`src/rtl/tremolo_lfo.sv`:
```
// Stereo tremolo: an internal LFO scales a left/right sample stream through a
// two-stage valid-qualified pipeline. LFO rate, depth and shape are runtime-programmable.
module tremolo_lfo #(
   parameter int unsigned DATA_W = 16,
   parameter int unsigned DIV_W  = 24
) (
   input  logic              CLK,
   input  logic              RST_N,
   input  logic              enable,
   input  logic [DIV_W-1:0]  rate_div,
   input  logic [7:0]        depth,
   input  logic [1:0]        shape,
   input  logic              in_valid,
   input  logic [DATA_W-1:0] in_left,
   input  logic [DATA_W-1:0] in_right,
   output logic              out_valid,
   output logic [DATA_W-1:0] out_left,
   output logic [DATA_W-1:0] out_right,
   output logic [7:0]        lfo_level
);

   localparam int unsigned ProdW = DATA_W + 10;

   // LFO state
   logic [DIV_W-1:0] cnt_q, cnt_d;
   logic [7:0]       phase_q, phase_d;

   // Stage 1
   logic              s1_valid_q, s1_valid_d;
   logic [DATA_W-1:0] s1_left_q, s1_left_d;
   logic [DATA_W-1:0] s1_right_q, s1_right_d;
   logic [8:0]        s1_gain_q, s1_gain_d;

   // Stage 2
   logic              out_valid_q, out_valid_d;
   logic [DATA_W-1:0] out_left_q, out_left_d;
   logic [DATA_W-1:0] out_right_q, out_right_d;

   logic [7:0]        lfo_l;
   logic [7:0]        inv_l;
   logic [15:0]       mod_prod;
   logic [8:0]        gain;
   logic signed [ProdW-1:0] prod_l;
   logic signed [ProdW-1:0] prod_r;

   // Divider: a count at or above rate_div ticks immediately, so shrinking
   // rate_div mid-period ticks on the next cycle.
   always_comb begin
      cnt_d   = cnt_q;
      phase_d = phase_q;
      if (!enable) begin
         cnt_d   = '0;
         phase_d = '0;
      end else if (cnt_q >= rate_div) begin
         cnt_d   = '0;
         phase_d = phase_q + 8'd1;
      end else begin
         cnt_d = cnt_q + DIV_W'(1);
      end
   end

   // For phase >= 128, 255 - phase equals ~phase with the MSB clear.
   always_comb begin
      lfo_l = '0;
      unique case (shape)
         2'b01:        lfo_l = phase_q[7] ? 8'd0 : 8'd255;
         2'b10:        lfo_l = ~phase_q;
         2'b00, 2'b11: lfo_l = phase_q[7] ? {~phase_q[6:0], 1'b0} : {phase_q[6:0], 1'b0};
         default:      lfo_l = '0;
      endcase
   end

   assign lfo_level = lfo_l;

   always_comb begin
      inv_l    = 8'd255 - lfo_l;
      mod_prod = {8'd0, depth} * {8'd0, inv_l};
      if (enable) begin
         gain = 9'd256 - 9'(mod_prod >> 8);
      end else begin
         gain = 9'd256;
      end
   end

   always_comb begin
      s1_valid_d = in_valid;
      s1_left_d  = s1_left_q;
      s1_right_d = s1_right_q;
      s1_gain_d  = s1_gain_q;
      if (in_valid) begin
         s1_left_d  = in_left;
         s1_right_d = in_right;
         s1_gain_d  = gain;
      end
   end

   // Gain is zero-extended, so it stays positive in the signed product;
   // the arithmetic shift floors toward minus infinity.
   always_comb begin
      prod_l = $signed({{10{s1_left_q[DATA_W-1]}}, s1_left_q})
             * $signed({{(DATA_W + 1){1'b0}}, s1_gain_q});
      prod_r = $signed({{10{s1_right_q[DATA_W-1]}}, s1_right_q})
             * $signed({{(DATA_W + 1){1'b0}}, s1_gain_q});
      out_valid_d = s1_valid_q;
      out_left_d  = out_left_q;
      out_right_d = out_right_q;
      if (s1_valid_q) begin
         out_left_d  = DATA_W'(prod_l >>> 8);
         out_right_d = DATA_W'(prod_r >>> 8);
      end
   end

   always_ff @(posedge CLK or negedge RST_N) begin
      if (!RST_N) begin
         cnt_q       <= '0;
         phase_q     <= '0;
         s1_valid_q  <= 1'b0;
         s1_left_q   <= '0;
         s1_right_q  <= '0;
         s1_gain_q   <= '0;
         out_valid_q <= 1'b0;
         out_left_q  <= '0;
         out_right_q <= '0;
      end else begin
         cnt_q       <= cnt_d;
         phase_q     <= phase_d;
         s1_valid_q  <= s1_valid_d;
         s1_left_q   <= s1_left_d;
         s1_right_q  <= s1_right_d;
         s1_gain_q   <= s1_gain_d;
         out_valid_q <= out_valid_d;
         out_left_q  <= out_left_d;
         out_right_q <= out_right_d;
      end
   end

   assign out_valid = out_valid_q;
   assign out_left  = out_left_q;
   assign out_right = out_right_q;

endmodule

```
`config.mk`:
```
export PLATFORM = sky130hd
export DESIGN_NAME = tremolo_lfo
export DESIGN_NICKNAME = d
export VERILOG_FILES = /design/src/rtl/tremolo_lfo.sv
export SDC_FILE = /design/constraint.sdc
export NUM_CORES = 1
export LEC_CHECK = 0
export CORE_MARGIN = 8
export CORE_UTILIZATION = 35
export CTS_CLUSTER_DIAMETER = 80
export DETAILED_ROUTE_END_ITERATION = 10
export PLACE_DENSITY = 0.6
export SYNTH_ARGS = -nofsm -noshare
export SYNTH_HDL_FRONTEND = slang
export SYNTH_SLANG_ARGS = --single-unit
```
`constraint.sdc`:
```
create_clock -name CLK -period 14.5 [get_ports CLK]
set_clock_uncertainty 0.2 [all_clocks]
set_input_delay 2.9 -clock CLK [delete_from_list [all_inputs] [get_ports CLK]]
set_output_delay 2.9 -clock CLK [all_outputs]
set_load 0.01 [all_outputs]
```
==> flow_metrics.tcl, run 1 <==
set metrics [dict create \
    syn_nets 2266 \
    ant_nets 0 \
    gr-total-overflow 0 \
    clk_latency_ns 0.40 \
    drc 0 \
    synthDistinctLibCells 62 \
    synth_edf_count 0 \
    hpwl_mm 29.92 \
    cts.sinks 107 \
    holdBufCountCts 0 \
    cp_data_required_time_ns 14.64 \
    crit_path_end_kind "flop" \
    start_util 0.3521 \
    critPathLaunchType "input port" \
    track_usage 0.1495 \
    gp_congestion 0.8421 \
    core_area_sq_um 47350 \
    vias_per_cell 4.815 \
    ys_seq_area_frac 0.1606 \
    cp-startpoint "shape[0]" \
    synthesis.area_sq_um 16670 \
    worst-r2r-setup-slack_ns 7.79 \
    dieArea_sq_um 54860 \
    rr_endpoint "s1_gain_q[7]" \
    area_growth_pct 12.06 \
    stdcell_area_sq_um 18680 \
    io_pins 111 \
    cts_tree "done" \
    timing.fmax_mhz 105.8 \
    synth_warnings 0 \
    hold_violations 0 \
    synth-async-reset-ratio 1.000 \
    cts_root_buf "clkbuf_16" \
    clockBufferDepth 2 \
    setup_viol_count_final 0 \
    num_vias 11830 \
    die_w_microns 234.2 \
    die_y_microns 234.2 \
    worst_r2r_startpoint "phase_q[7]" \
    grt_pass1_wl_mm 65.35 \
    final_common_cell "inv_1" \
    critPathMaxFanout 11 \
    tightest_slew_ns 0.8180 \
    drt-initial-drc-count 537 \
    ys_ff_latch 107 \
    timing.hold.ws_ns 0.2817 \
    grt_max_degree 56 \
    synth-main-ff-cell "dfrtp_1" \
    fin_crit_sh 0.6520 \
    nets 2331 \
    finalSetupTns_ns 0 \
    cts_made_buffers 9 \
    htree_levels 3 \
    rows 80 \
    outcome "complete, no violations" \
    port_buffers 110 \
    dpl_cell_area_sq_um 18360 \
    cp-endpoint "s1_gain_q[7]" \
    syn_inst 1771 \
    grt_setup_unrepaired "false" \
    syn_avg_cell_area_sq_um 9.412 \
    cts_setup_buffers 0 \
    multi_input_area_sq_um 12470 \
    seqCellArea_sq_um 2678 \
    routed_wl_mm 38.11 \
    arrival_ns 9.59 \
    worstRegToRegCells 20 \
    final_cell_mix "inv_1 (331), fa_1 (263), and2_1 (243), ha_1 (162), nand2_1 (141)" \
    hp-class "reg2reg" \
    cap_violations 0 \
    firstDrtPassIters 5 \
    path_class "in2reg" \
    post_cts_resized 0 \
    drv_slew 0 \
    grt_pass1_vias 12800 \
    fin_crit_ns 9.454 \
    maxSlewHeadroom 0.4534 \
    drive_gt1_frac 0.04997 \
    grt_antenna_before_repair 3 \
    routedWlPerCell_microns 15.51 \
    clk_pin_slew_ns 0.09 \
    fill_cells 4712 \
]
## flip-flops by register name (all words and copies together) (netlist names)
| register | flops |
|---|---|
| cnt_q | 24 |
| out_left | 16 |
| out_right | 16 |
| s1_left_q | 16 |
| s1_right_q | 16 |
| s1_gain_q | 9 |
| phase_q | 8 |
| out_valid | 1 |
| out_valid_d | 1 |
## area by class of cell
type / instances / share of cell area
diodes: 1 / 0.0001340
clock buffers: 9 / 0.01206
clock inverters: 7 / 0.005091
inverters: 335 / 0.06732
multi-input cells: 1261 / 0.6675
flip-flops and latches: 107 / 0.1433
well taps: 615 / 0.04119
repair buffers: 122 / 0.06337
## how the worst min path moves through the flow
stage | to | depth (start not counted) | from | slack, ns
3_3_place_gp | out_right[12] | 1 | out_right[12] | 0.27
5_1_grt | out_right[12] | 1 | out_right[12] | 0.31
2_1_floorplan | out_valid | 0 | out_valid_d | 0.20
6_report | out_right[12] | 1 | out_right[12] | 0.28
4_1_cts | out_right[12] | 1 | out_right[12] | 0.29
3_5_place_dp | out_right[12] | 1 | out_right[12] | 0.27
## per-stage QoR
stage	setup slack, ns	cells	utilization
4_1_cts	5.088	2456	0.3945
6_report	5.046	2457	0.3945
5_1_grt	4.579	2456	0.3945
3_5_place_dp	4.646	2440	0.3877
3_3_place_gp	4.881	2440	0.3877
2_1_floorplan	5.728	1771	-
## Yosys cell counts, types with 10 or more instances
master,count,area share
inv_1,331,0.075
buf_1,12,0.0027
mux2_2,49,0.033
nand2_1,141,0.032
nor3_1,15,0.0045
xnor2_1,51,0.027
dfrtp_1,107,0.16
fa_1,263,0.32
o21a_1,15,0.0068
clkbuf_1,53,0.012
a21o_1,17,0.0077
nand3_1,23,0.0069
and2_1,243,0.091
o31ai_1,10,0.0045
xor2_1,21,0.011
nor2b_1,15,0.0056
o21ai_0,18,0.0054
a21oi_1,46,0.014
o21ai_1,10,0.0030
ha_1,162,0.12
nor2_1,72,0.016
## worst max-delay path: stages
cell and delay (ns):
clkdlybuf4s50_1 0.48, ha_1 0.40, nor2_1 0.08, mux2_2 0.28
a2bb2oi_1 0.52, nand2_1 0.17, fa_1 0.53, fa_1 0.54
inv_1 0.05, fa_1 0.53, inv_1 0.05, fa_1 0.52
inv_1 0.04, ha_1 0.30, o21a_1 0.12, o21ai_0 0.34
o21a_1 0.22, o211ai_1 0.14, or3_1 0.42, nor2_1 0.19
o221ai_1 0.15, or4_1 0.51, nand3_1 0.10
## logic make-up (layout without fill, tap and decap cells)
| logic type | Yosys count | in the layout | share of synthesized area |
|---|---|---|---|
| buf+inv | 403 | 473 | 0.09135 |
| simple gates | 551 | 551 | 0.1741 |
| compound gates | 163 | 163 | 0.06486 |
| fa+ha+maj | 425 | 425 | 0.4375 |
| xor+xnor | 72 | 72 | 0.03783 |
| other cells | 0 | 1 | 0 |
| mux | 50 | 50 | 0.03370 |
| flops | 107 | 107 | 0.1606 |
## per-layer routing
| layer | vias to the layer above | track usage | routed length [microns] | share of wire |
|---|---|---|---|---|
| met5 | - | 0 | 26 | 0.00068 |
| met4 | 4 | 0.03933 | 634 | 0.017 |
| met3 | 38 | 0.02710 | 1605 | 0.042 |
| met1 | 5966 | 0.1899 | 17070 | 0.45 |
| li1 | 5626 | - | - | - |
| met2 | 196 | 0.2589 | 18770 | 0.49 |
Power of run 1 is left out: the tool's default activity adds up to more than one toggle a clock period on the data nets, which glitch-free logic cannot reach.
==> run 2: changes to the inputs <==
- clock period: 14.5 -> 9.43 ns (I/O delays scaled with it)
==> run 2 against run 1 <==
Net effect: sequential cell count unchanged; final area decreased by 0.12%; wire length about the same; utilization about the same; count of clock-buffer cells in the layout unchanged; first-iteration DRC count decreased by 4.7%; worst setup slack got worse by 4.0 ns; final cell count unchanged; critical endpoint unchanged; largest cell class unchanged; highest routed layer unchanged.
==> flow_metrics.tcl, run 2 (synthesis gave the netlist of run 1 again) <==
set metrics [dict create \
    nets 2332 \
    gp_congestion 0.8458 \
    start_util 0.3521 \
    hp-class "reg2reg" \
    grt_max_degree 56 \
    dp_slack_ns 0.5863 \
    firstDrtPassIters 5 \
    hold_violations 0 \
    die_y_microns 234.2 \
    worst_r2r_startpoint "s1_gain_q[1]" \
    timing.fmax_mhz 118.6 \
    cp-endpoint "s1_gain_q[7]" \
    die_w_microns 234.2 \
    num_vias 11850 \
    finalSetupTns_ns 0 \
    worstRegToRegCells 21 \
    cts.sinks 107 \
    maxSlewHeadroom 0.4417 \
    area_growth_pct 11.93 \
    gr-total-overflow 0 \
    tightest_slew_ns 0.8355 \
    grt_pass1_vias 12940 \
    clockBufferDepth 2 \
    outcome "complete, no violations" \
    cp_data_required_time_ns 9.56 \
    worst-r2r-setup-slack_ns 2.84 \
    vias_per_cell 4.823 \
    dieArea_sq_um 54860 \
    grt_pass1_wl_mm 65.69 \
    fin_crit_ns 8.433 \
    ant_nets 0 \
    cts_setup_buffers 0 \
    holdBufCountCts 0 \
    rr_endpoint "out_right[15]" \
    drt-initial-drc-count 512 \
    largest-register "cnt_q" \
    htree_levels 3 \
    routed_wl_mm 38.14 \
    routedWlPerCell_microns 15.52 \
    drv_slew 0 \
    crit_path_end_kind "flop" \
    grt_setup_unrepaired "false" \
    hpwl_mm 29.94 \
    final_cell_mix "inv_1 (331), fa_1 (263), and2_1 (243), ha_1 (162), nand2_1 (141)" \
    arrival_ns 8.56 \
    timing.hold.ws_ns 0.2906 \
    clk_pin_slew_ns 0.08 \
    drc 0 \
    post_cts_resized 0 \
    cts_made_buffers 9 \
    cts_tree "done" \
    track_usage 0.1496 \
    setup_slack_ns 0.9974 \
    cp-startpoint "shape[0]" \
    final_common_cell "inv_1" \
    fin_crit_sh 0.8942 \
    cts_root_buf "clkbuf_16" \
    core_area_sq_um 47350 \
    antenna_cells 0 \
    clk_latency_ns 0.40 \
    port_buffers 110 \
    worstHoldStart "out_right[8]" \
    setup_viol_count_final 0 \
    io_pins 111 \
    largest_reg_flops 24 \
    rows 80 \
    critPathMaxFanout 9 \
    drive_gt1_frac 0.05049 \
    critPathLaunchType "input port" \
    path_class "in2reg" \
    fill_cells 4758 \
    grt_antenna_before_repair 3 \
    cap_violations 0 \
]
==> run 2: worst min-delay path by stage <==
stage	slack [ns]	cells past startpoint	to
6_report	0.29	2	out_right[8]
3_3_place_gp	0.27	1	out_right[12]
4_1_cts	0.29	2	out_left[11]
5_1_grt	0.32	2	out_right[8]
3_5_place_dp	0.27	2	out_left[11]
2_1_floorplan	0.20	0	out_valid
==> run 2: area by class of cell <==
type                    instances  area, sq um  share of cell area
clock buffers                   9        225.2             0.01207
clock inverters                 7        67.56            0.003621
inverters                     335         1257             0.06740
multi-input cells            1261        12470              0.6683
flip-flops and latches        107         2678              0.1435
well taps                     615        769.5             0.04124
repair buffers                123         1191             0.06385
==> run 2: layer usage <==
metal / GRT usage / part of all wire / vias to the layer above
li1: - / - / 5635
met1: 0.1936 / 0.45 / 5949
met2: 0.2542 / 0.49 / 212
met3: 0.02867 / 0.039 / 47
met4: 0.03835 / 0.018 / 6
met5: 0 / 0.0011 / -
==> run 2: worst max-delay path, cell delays in order <==
cell,delay (ns)
clkdlybuf4s50_1,0.48
inv_1,0.05
ha_1,0.41
nand2_1,0.20
o22ai_1,0.10
a21oi_1,0.48
nand2_1,0.16
fa_1,0.52
fa_1,0.54
inv_1,0.05
fa_1,0.53
inv_1,0.05
fa_1,0.53
inv_1,0.04
ha_1,0.30
o21a_1,0.12
o21ai_0,0.34
o21a_1,0.23
o211ai_1,0.14
or3_1,0.43
nor2_1,0.18
o221ai_1,0.17
or4_1,0.51
nand3_1,0.09
==> run 2: stage by stage <==
step / instance area, sq um / instances / util
global placement: 18360 / 2441 / 0.3879
CTS: 18660 / 2457 / 0.3941
detailed placement: 18360 / 2441 / 0.3879
floorplan: 16670 / 1771 / -
global route: 18660 / 2457 / 0.3941
finish: 18660 / 2457 / 0.3941
Power of run 2 is left out for the same reason.
==> RTL change 1: new RTL, flow settings as in run 2 <==
Put one more register stage on the output `out_left`, cleared by the reset. The value now appears one clock later. The other outputs are not delayed to match.
--- a/src/rtl/tremolo_lfo.sv
+++ b/src/rtl/tremolo_lfo.sv
@@ -135,7 +135,13 @@
    end
 
    assign out_valid = out_valid_q;
-   assign out_left  = out_left_q;
+   always_ff @(posedge CLK or negedge RST_N) begin
+      if (!RST_N) begin
+         out_left <= '0;
+      end else begin
+         out_left <= out_left_q;
+      end
+   end
    assign out_right = out_right_q;
 
 endmodule
Check against the original RTL: not equivalent (Yosys sat finds a counterexample within 4 cycles, from zero or initial values and one cycle with RST_N low).
==> RTL change 1 against run 2 <==
Sequential cell count is 16 higher; area after synthesis up 3.4%; maximum frequency grew 0.76%; cell area up 4.9%; core utilization rose by 0.73 points; global-route usage is 0.80 points lower; synthesized cell count grew 0.90%; setup slack better by 64 ps; wire length is 0.54% lower; die area is 3.2% higher; critical path type unchanged.
Power is not shown: default switching activity piles up to over one toggle a cycle in this logic, so the estimate is an artifact.
==> RTL change 1: results (changes against run 2) <==
R2r endpoint = s1_gain_q[6]
CP arrival = 8520 ps (-40 ps)
Post-Place Setup Slack = 594.9 ps (+8.562 ps)
Crit-path slowest cell = a2bb2oi_1
Library cells used by synthesis = 68 (+9.7%)
Vias in the first global route = 13220 (+2.2%)
Worst R2R Path Depth = 23 (+9.5%)
Mapped Nets = 2282 (+0.71%)
Share of post-route cells with drive strength above 1 = 6.046% (+1.0 points)
Multi-input gates = 1254 (-0.56%)
Layout clock buffers = 18 (+9)
Final core occ = 40.13% (+0.73 points)
Clock-pin transition on the worst setup and hold timing paths = 60 ps (-20 ps)
DR vias = 12000 (+1.3%)
Hold path depth = 0 (-2)
Buffers, non-clock = 120 (-2.4%)
Pin count of the biggest net entering global routing = 76 (+36%)
WL final = 37940 um (-0.54%)
Die width = 237.9 um (+1.6%)
Cells after Synth = 1787 (+0.90%)
Seq/total area = 15.73% (+1.4 points)
Initial antenna violation count = 0 (-3)
Status = finished, final reports clean
R2R Path Start = phase_q[7]
Num CTS Buffers = 17 (+8)
Flops & latches, synth = 123 (+15%)
Non-CTS inverters = 340 (+1.5%)
H-tree depth = 4 (+1)
GRT Util Overall = 14.16% (-0.80 points)
CP Max Fanout = 16 (+7)
Sequential fraction of the synthesis area = 17.86% (+1.8 points)
R2r setup slk = 2830 ps (about the same)
Gpl congestion = 0.8196 (-3.1%)
Most frequent cells after synthesis = inv_1, fa_1, and2_1
Hold WS = 173.1 ps (-117.5 ps)
Buffering overhead = 5.993% (-0.39 points)
Layout Nets = 2351 (+0.81%)
Hold path endpoint = out_left[13]
Number of fill cells in the layout = 4836 (+1.6%)
Clk_lat worst skew = 440 ps (+40 ps)
CP max stage delay = 600 ps (+60 ps)
Hold Crit Start = out_left_q[13]
Area after DPL = 0.01897 mm^2 (+3.3%)
Top cells by area, synth = fa_1, dfrtp_1, ha_1
Routed vias/inst = 4.737 (-1.8%)
DRT Pass-1 Iters = 4 (-1)
Slew Limit Headroom = 23.64% (-21 points)
First-pass GRT wire length = 65520 um (-0.26%)
Iteration-0 DRC Markers = 548 (+7.0%)
RTL change 1: layer usage:
metal	part of all wire, %	global-route usage, %	up-vias
met5	0	0	-
met4	1.7	3.969	0
met3	3.0	2.215	42
met2	51	25.03	167
met1	44	17.77	6094
li1	-	-	5695
RTL change 1: worst max path at each step:
stage                   from           end  slack, ps  depth (start not counted)
floorplan           shape[0]  s1_gain_q[6]       1790                         28
global placement    shape[0]  s1_gain_q[6]        810                         24
detailed placement  shape[1]  s1_gain_q[6]        590                         25
CTS                 shape[1]  s1_gain_q[6]       1060                         25
global route        shape[1]  s1_gain_q[6]        670                         25
finish              shape[0]  s1_gain_q[6]       1060                         24
RTL change 1: kinds of logic after synthesis:
family / Yosys count / share of synthesized area (%)
mux: 58 / 3.746
fa+ha+maj: 425 / 42.31
simple gates: 541 / 16.69
compound gates: 152 / 6.447
flops: 123 / 17.86
buf+inv: 410 / 8.981
xor+xnor: 78 / 3.964
==> RTL change 2: new RTL, flow settings as in run 2 <==
Made on the original files. `DIV_W`: 24 -> 32.
--- a/src/rtl/tremolo_lfo.sv
+++ b/src/rtl/tremolo_lfo.sv
@@ -2,7 +2,7 @@
 // two-stage valid-qualified pipeline. LFO rate, depth and shape are runtime-programmable.
 module tremolo_lfo #(
    parameter int unsigned DATA_W = 16,
-   parameter int unsigned DIV_W  = 24
+   parameter int unsigned DIV_W  = 32
 ) (
    input  logic              CLK,
    input  logic              RST_N,
Interface: changed (resized rate_div); port bits go from 111 to 119. The function was not compared with the original's and may differ.
==> RTL change 2 against run 2 <==
Worst hold slack better by 16 ps; wire length is 4.9% higher; critical path depth is the same; setup slack better by 240 ps; count of clock-buffer cells in the layout is 10 higher; sequential cell count is 8 higher; area after synthesis is 3.8% higher; cell area grew 5.6%; non-clock buffer count grew 4; largest cell class unchanged; highest routed layer unchanged.
Power is not shown: default switching activity piles up to over one toggle a cycle in this logic, so the estimate is an artifact.
==> RTL change 2: results (changes against run 2) <==
Status = finished, final reports clean
Buffering overhead = 6.318% (-0.066 points)
Share of post-route cells with drive strength above 1 = 6.230% (+1.2 points)
Synth Area in XOR/XNOR = 4.605% (+0.82 points)
Routed vias/inst = 4.751 (-1.5%)
Top cells by area, synth = fa_1, dfrtp_1, ha_1
Gpl congestion = 0.8180 (-3.3%)
Initial antenna violation count = 4 (+1)
Non-CTS inverters = 355 (+6.0%)
Worst Max-Slew Pin Slew = 1211 ps (+375.4 ps)
Pin count of the biggest net entering global routing = 68 (+21%)
CTS Sinks = 115 (+7.5%)
First-pass GRT wire length = 68380 um (+4.1%)
Iteration-0 DRC Markers = 419 (-18%)
Num CTS Buffers = 17 (+8)
Hold path endpoint = out_left[13]
Clk_lat worst skew = 450 ps (+50 ps)
Multi-input gates = 1282 (+1.7%)
FF/Latch Area = 0.002878 mm^2 (+7.5%)
Synthesis-to-finish area growth = 13.85%
Synth Area in Compound Gates = 5.719% (-0.77 points)
Area after DPL = 0.01910 mm^2 (+4.0%)
WL final = 40020 um (+4.9%)
CP Max Fanout = 17 (+8)
R2r setup slk = 2830 ps (about the same)
Hold path depth = 1 (-1)
Number of fill cells in the layout = 4853 (+2.0%)
DPL Wire Length = 31080 um (+3.8%)
Most frequent cells after synthesis = inv_1, fa_1, and2_1
Sequential fraction of the synthesis area = 16.63% (+0.56 points)
Finished Layout Cells = 2574 (+4.8%)
Library cells used by synthesis = 64 (+3.2%)
Root buffer cell = clkbuf_16
# port buffers = 118 (+7.3%)
Worst R2R Path Depth = 18 (-14%)
Mux cell area share after synthesis = 4.135% (+0.76 points)
R2r endpoint = out_left[15]
Hold Crit Start = out_left[13]
Design Area, Final = 0.01970 mm^2 (+5.6%)
Hold WS = 307.0 ps (+16.40 ps)
Area occupied by multi-input gates = 0.01282 mm^2 (+2.8%)
Buffers, non-clock = 127 (+3.3%)
Max FFs per register = 32 (+33%)
Clock-pin transition on the worst setup and hold timing paths = 60 ps (-20 ps)
H-tree depth = 4 (+1)
Average footprint of a synthesized cell = 9.493 um^2 (+0.87%)
Post-CTS setup buffer count = 0 (unchanged)
Layout clock area frac = 3.048% (+1.5 points)
GRT Util Overall = 14.92% (-0.036 points)
Layout clock buffers = 19 (+10)
R2R Path Start = s1_gain_q[5]
Layout Nets = 2409 (+3.3%)
Synthesized-area fraction occupied by adder cells = 42.71% (-1.0 points)
-- RTL change 2: cell types whose count changed after synthesis, sizes merged, moves of 6 or more --
cell / change
nand2: +12
and2: -7
and3: +6
nor3: -7
ha: +8
xor2: +17
mux2: +11
dfrtp: +8
o21ai: -8
inv: +21
-- RTL change 2: per-layer routing --
metal  up-vias  global-route usage [%]  share of wire (%)
li1       5762                       -                  -
met1      6208                   18.58                 44
met2       203                   26.16                 50
met3        50                   3.023                3.8
met4         6                   3.852                1.7
met5         -                       0               0.11
-- RTL change 2: kinds of logic (layout without fill, tap and decap cells) --
| group | after synthesis | in the layout |
|---|---|---|
| compound gates | 144 | 144 |
| xor+xnor | 91 | 91 |
| fa+ha+maj | 433 | 433 |
| flops | 115 | 115 |
| mux | 64 | 64 |
| simple gates | 550 | 550 |
| buf+inv | 426 | 513 |
-- RTL change 2: worst max-delay path, cell delays in order --
cell	delay [ps]
clkdlybuf4s50_1	480
ha_1	480
nor2_1	70
nand2_1	80
o21ai_0	80
a21oi_1	550
nand2_1	180
fa_1	530
fa_1	550
inv_1	60
fa_1	520
inv_1	50
fa_1	530
inv_1	50
ha_1	210
nor4_1	360
nor2_1	110
a22oi_2	280
nand3b_4	140
o41ai_2	300
o22ai_2	160
nor4_2	290
nor3b_1	90
mux2_2	270
-- RTL change 2: worst max-delay path by stage --
stage | slack (ps) | startpoint | end
after floorplan | 1930 | shape[0] | s1_gain_q[6]
after global placement | 1060 | shape[0] | s1_gain_q[6]
after detailed placement | 820 | shape[0] | s1_gain_q[6]
after CTS | 1280 | shape[0] | s1_gain_q[6]
after global routing | 800 | shape[1] | s1_gain_q[6]
final | 1240 | shape[0] | s1_gain_q[6]
